## config.mk

```make
export PLATFORM = sky130hd
export DESIGN_NAME = stack_ctrl
export DESIGN_NICKNAME = d
export VERILOG_FILES = /design/src/rtl/stack_ctrl.sv
export SDC_FILE = /design/constraint.sdc
export NUM_CORES = 1
export LEC_CHECK = 0
export CAP_MARGIN = 20
export CELL_PAD_IN_SITES_DETAIL_PLACEMENT = 1
export CELL_PAD_IN_SITES_GLOBAL_PLACEMENT = 2
export CORE_MARGIN = 8
export CORE_UTILIZATION = 25
export CTS_BUF_LIST = sky130_fd_sc_hd__clkbuf_4
export DETAILED_ROUTE_END_ITERATION = 12
export PLACE_DENSITY = 0.75
export SLEW_MARGIN = 40
export SYNTH_ARGS = -nofsm -noshare
export SYNTH_HDL_FRONTEND = slang
export SYNTH_SLANG_ARGS = --single-unit
```

## constraint.sdc

```tcl
create_clock -name clk -period 2.8 [get_ports clk]
set_input_delay 0.56 -clock clk [delete_from_list [all_inputs] [get_ports clk]]
set_output_delay 0.56 -clock clk [all_outputs]
set_load 0.005 [all_outputs]
```

## src/rtl/stack_ctrl.sv

```systemverilog
// Downward-growing hardware stack controller driving an external synchronous RAM.
// Push takes two cycles accept-to-ready; pop takes three and ends in a pop_valid pulse.
module stack_ctrl #(
  parameter logic [15:0] STACK_TOP = 16'h01FF,
  parameter int          DEPTH     = 256
) (
  input  logic        clk,
  input  logic        rst,
  input  logic        push_req,
  input  logic [15:0] push_data,
  input  logic        pop_req,
  input  logic        clr_err,
  output logic        ready,
  output logic [15:0] pop_data,
  output logic        pop_valid,
  output logic [15:0] sp,
  output logic [8:0]  count,
  output logic        full,
  output logic        empty,
  output logic        overflow,
  output logic        underflow,
  output logic [15:0] mem_addr,
  output logic        mem_we,
  output logic        mem_re,
  output logic [15:0] mem_wdata,
  input  logic [15:0] mem_rdata
);

  localparam logic [15:0] DEPTH_W = 16'(DEPTH);

  typedef enum logic [1:0] {IDLE, PUSH, POP_RD, POP_CAP} state_t;

  state_t      state_reg, state_next;
  logic        ready_reg;
  logic [15:0] sp_reg;
  logic [15:0] data_reg;
  logic [15:0] pop_data_reg;
  logic        pop_valid_reg;
  logic        overflow_reg, underflow_reg;
  logic [15:0] used;
  logic        is_full, is_empty;
  logic        idle_ok, push_ok, pop_ok, ovf_set, unf_set;

  assign used     = STACK_TOP - sp_reg;
  assign is_full  = (used == DEPTH_W);
  assign is_empty = (used == 16'h0000);

  // ready is registered so it rises only on the first edge after reset release.
  assign idle_ok = ready_reg && (state_reg == IDLE);
  assign push_ok = idle_ok && push_req && !is_full;
  assign pop_ok  = idle_ok && pop_req && !is_empty && !push_ok;
  assign ovf_set = idle_ok && push_req && is_full && !pop_req;
  assign unf_set = idle_ok && pop_req && is_empty && !push_req;

  always_ff @(posedge clk or posedge rst) begin
    if (rst) begin
      state_reg     <= IDLE;
      ready_reg     <= 1'b0;
      sp_reg        <= STACK_TOP;
      data_reg      <= 16'h0000;
      pop_data_reg  <= 16'h0000;
      pop_valid_reg <= 1'b0;
      overflow_reg  <= 1'b0;
      underflow_reg <= 1'b0;
    end else begin
      state_reg     <= state_next;
      ready_reg     <= (state_next == IDLE);
      pop_valid_reg <= (state_reg == POP_CAP);
      if (push_ok)
        data_reg <= push_data;
      if (state_reg == PUSH)
        sp_reg <= sp_reg - 16'h0001;
      else if (pop_ok)
        sp_reg <= sp_reg + 16'h0001;
      if (state_reg == POP_CAP)
        pop_data_reg <= mem_rdata;
      // A new error in the same cycle as clr_err keeps the flag set.
      if (ovf_set)
        overflow_reg <= 1'b1;
      else if (clr_err)
        overflow_reg <= 1'b0;
      if (unf_set)
        underflow_reg <= 1'b1;
      else if (clr_err)
        underflow_reg <= 1'b0;
    end
  end

  always_comb begin
    state_next = state_reg;
    case (state_reg)
      IDLE: begin
        if (push_ok)
          state_next = PUSH;
        else if (pop_ok)
          state_next = POP_RD;
      end
      PUSH:    state_next = IDLE;
      POP_RD:  state_next = POP_CAP;
      POP_CAP: state_next = IDLE;
      default: state_next = IDLE;
    endcase
  end

  always_comb begin
    mem_we    = 1'b0;
    mem_re    = 1'b0;
    mem_addr  = 16'h0000;
    mem_wdata = 16'h0000;
    case (state_reg)
      PUSH: begin
        mem_we    = 1'b1;
        mem_addr  = sp_reg;
        mem_wdata = data_reg;
      end
      POP_RD: begin
        mem_re   = 1'b1;
        mem_addr = sp_reg;
      end
      default: ;
    endcase
  end

  assign ready     = ready_reg;
  assign pop_data  = pop_data_reg;
  assign pop_valid = pop_valid_reg;
  assign sp        = sp_reg;
  assign count     = used[8:0];
  assign full      = is_full;
  assign empty     = is_empty;
  assign overflow  = overflow_reg;
  assign underflow = underflow_reg;

endmodule

```

==> results.py <==
metrics = {
    "cts": {
        "clock_path_buffers": 2,
        "cts_made_buffers": 5,
        "clkTransAtPathRegs_ns": 0.15,
        "clock_sinks": 54,
        "cts_tree": "done",
        "htreeDepth": 2,
        "clock_latency_ns": 0.38,
        "cts-root-buf": "clkbuf_4",
    },
    "global_routing": {
        "grt_pass1_wl_mm": 16.2,
        "grt_max_degree": 28,
        "grt_remaining_overflow": 0,
        "grt_usage_pct": 12.2,
        "grt_antenna_before_repair": 1,
        "grt_pass1_vias": 3015,
    },
    "logic_synthesis": {
        "syn_area_per_cell_um2": 10.3,
        "yosys-top-cells-area": "dfrtp_1 (35%), mux2_2 (11%), ha_1 (7.8%), dfstp_2 (7.4%), and2_1 (6.0%)",
        "synthFlopType": "dfrtp_1",
        "yosysTopAreaCellShare_pct": 35.0,
        "yosysTopAreaCell": "dfrtp_1",
        "postSynthCellCount": 313,
        "syn-num-nets": 371,
        "ys_types": 46,
        "seq_area_frac_synth_pct": 42.4,
        "ys.warnings.count": 0,
        "netlist_area_um2": 3220,
        "synth_edf_count": 0,
        "async_reset_ff_share_pct": 100,
        "ys_seq_elements": 54,
    },
    "routing": {
        "post_drt_via_cell_ratio": 4.48,
        "routed_wl_mm": 10.3,
        "first_iter_violations": 136,
        "final_antenna_net_count": 0,
        "wl_per_cell_um": 16.2,
        "vias": 2829,
        "drcViolationCount": 0,
        "dr.pass1.iters": 4,
    },
    "job": {
        "max-cap-violations": 0,
    },
    "worst_hold_path": {
        "hold_class": "reg2reg",
        "worstHoldEndpoint": "data_reg[2]",
        "hp-start": "data_reg[2]",
        "min_path_cells": 1,
    },
    "timing": {
        "period_minus_slack_ns": 2.88,
        "timing.fmax_ghz": 0.347,
        "slew_viol_final": 0,
        "finalCritPeriodShare_pct": 103,
        "totalNegativeSetupSlack_ns": -0.0964,
        "setup_viol": 2,
        "hold_viol_final": 0,
        "finalClockSkew_ns": 0.00997,
        "rsz0062_at_grt": "true",
        "relSlewSlack_pct": 47.3,
        "worst_slew_pin_slew_ns": 0.790,
        "layout_setup_ws_ns": -0.0832,
    },
    "die": {
        "ios": 118,
        "initial_core_util_pct": 25.6,
        "fp.dieArea_um2": 16800,
        "fp.dieW_um": 129,
        "fp.coreArea_um2": 12600,
        "row_count": 41,
        "fp.dieH_um": 129,
    },
    "setup_path": {
        "worstSetupPathType": "reg2out",
        "cp.arrival_ns": 2.32,
        "end_kind": "output port",
        "rr_startpoint": "state_reg[1]",
        "r2r_slack_ns": 0.20,
        "worst_setup_path_start_kind": "flip-flop",
        "cp_max_fo": 2,
        "required_ns": 2.24,
        "worst_r2r_endpoint": "sp[12]",
        "rr_worst_depth": 11,
    },
    "power": {
        "powerDensity_nw_per_um2": 1180,
        "max-vdd-ir-drop_v": 0.000337,
        "power_leakage_nw": 2.07,
    },
    "finish": {
        "fin_cells": 632,
        "post-route-util_pct": 39.3,
        "syn_to_final_growth_pct": 53.4,
        "drive_gt1_share_pct": 21.8,
        "fin_nets": 516,
    },
    "place": {
        "place.port_buffers": 117,
        "hpwl_mm": 8.33,
        "gp_congestion": 0.758,
        "dp.cells": 620,
    },
    "status": {
        "status": "complete, but fails checks",
        "violations": "negative setup slack",
    },
}
-- report_power, final --
group | total [mW] | internal [mW] | switching [mW]
clock | 0.526 | 0.275 | 0.250
combinational | 3.87 | 2.14 | 1.73
sequential | 1.42 | 1.20 | 0.225
-- what timing repair did --
action / 4_1_cts / 5_1_grt
setup endpoints to repair: 12 / 14
gates resized for setup: 14 / 5
buffers inserted: 2 / 1
gates cloned: 0 / 0
hold buffers: 0 / 0
pin swaps: 2 / 1
-- Yosys cell counts (4+ instances only) --
cell       n
o31ai_1    5
ha_1      20
o21ai_0   18
nor2_1    15
a21oi_1   20
inv_1     18
nand3_1    5
xnor2_1   10
nor3_1     4
nand2_1   22
dfstp_2    9
and2_1    31
dfrtp_1   45
clkbuf_1   8
mux2_2    32
-- layer usage --
metal	track usage [%]	routed length (um)	part of all wire, %	up-vias
met5	0	0	0	-
met4	4.23	150	1.5	0
met2	21.5	5130	50	67
met3	2.55	562	5.5	9
li1	-	-	-	1378
met1	14.3	4400	43	1375
-- how the worst max path moves through the flow --
| stage | to | slack (ns) | start | cells after the start |
|---|---|---|---|---|
| floorplan | sp[14] | 0.02 | state_reg[1] | 11 |
| global placement | empty | 0.03 | sp[9] | 8 |
| detailed placement | empty | -0.008 | sp[9] | 8 |
| CTS | empty | -0.13 | sp[9] | 8 |
| global route | empty | -0.18 | sp[10] | 8 |
| finish | empty | -0.08 | sp[9] | 8 |
-- cell usage in the layout, fill, tap and decap left out, drive strengths merged, types with 3 or more instances in the layout --
| cell type | n |
|---|---|
| clkdlybuf4s50 | 115 |
| dfrtp | 45 |
| buf | 33 |
| mux2 | 32 |
| and2 | 32 |
| nand2 | 22 |
| a21oi | 22 |
| ha | 20 |
| o21ai | 18 |
| inv | 18 |
| nor2 | 15 |
| xnor2 | 10 |
| dfstp | 9 |
| nor3 | 6 |
| nand3 | 5 |
| o31ai | 5 |
| clkbuf | 5 |
| mux2i | 3 |
| xor2 | 3 |
| nand4 | 3 |
| o21bai | 3 |
| o21a | 3 |
| a211oi | 3 |
-- final cells by class --
| type | instances | area [um2] |
|---|---|---|
| Fill cell | 1419 | 7630 |
| Multi-Input combinational cell | 230 | 1760 |
| Timing Repair Buffer | 149 | 1430 |
| Sequential cell | 54 | 1360 |
| Tap cell | 172 | 215 |
| Inverter | 18 | 67.6 |
| Clock inverter | 3 | 63.8 |
| Clock buffer | 5 | 37.5 |
| Antenna cell | 1 | 2.50 |
-- critical path, stage by stage (launching register included) --
cell     delay, ns
dfrtp_1       0.37
inv_1         0.04
ha_1          0.27
and4b_1       0.26
nand2_1       0.06
or4_4         0.52
or2_1         0.25
inv_2         0.07
buf_6         0.09
-- cells by family (layout without fill, tap and decap cells) --
kind of cell	after synthesis	in the layout	synth area share, %
other	0	1	0
DFF	54	54	42.4
AOI/OAI and AO/OA	67	67	13.3
adders and majority gates	21	21	8.40
xor gates and xnor gates	13	13	3.54
muxes	35	35	12.1
buffers and inverters	29	175	4.08
and+or+nand+nor	94	94	16.2
-- per-stage QoR --
stage / power (mW) / hold WS, ns / area [um2] / setup WS [ns]
2_1_floorplan: 3.44 / 0.472 / 3220 / 0.0193
3_3_place_gp: 5.20 / 0.480 / 4750 / 0.0323
3_5_place_dp: 5.32 / 0.489 / 4760 / -0.00840
4_1_cts: 5.88 / 0.523 / 4900 / -0.127
5_1_grt: 6.33 / 0.544 / 4940 / -0.182
6_report: 5.82 / 0.519 / 4940 / -0.0832
Note: power is estimated with default switching activity, not from simulation.
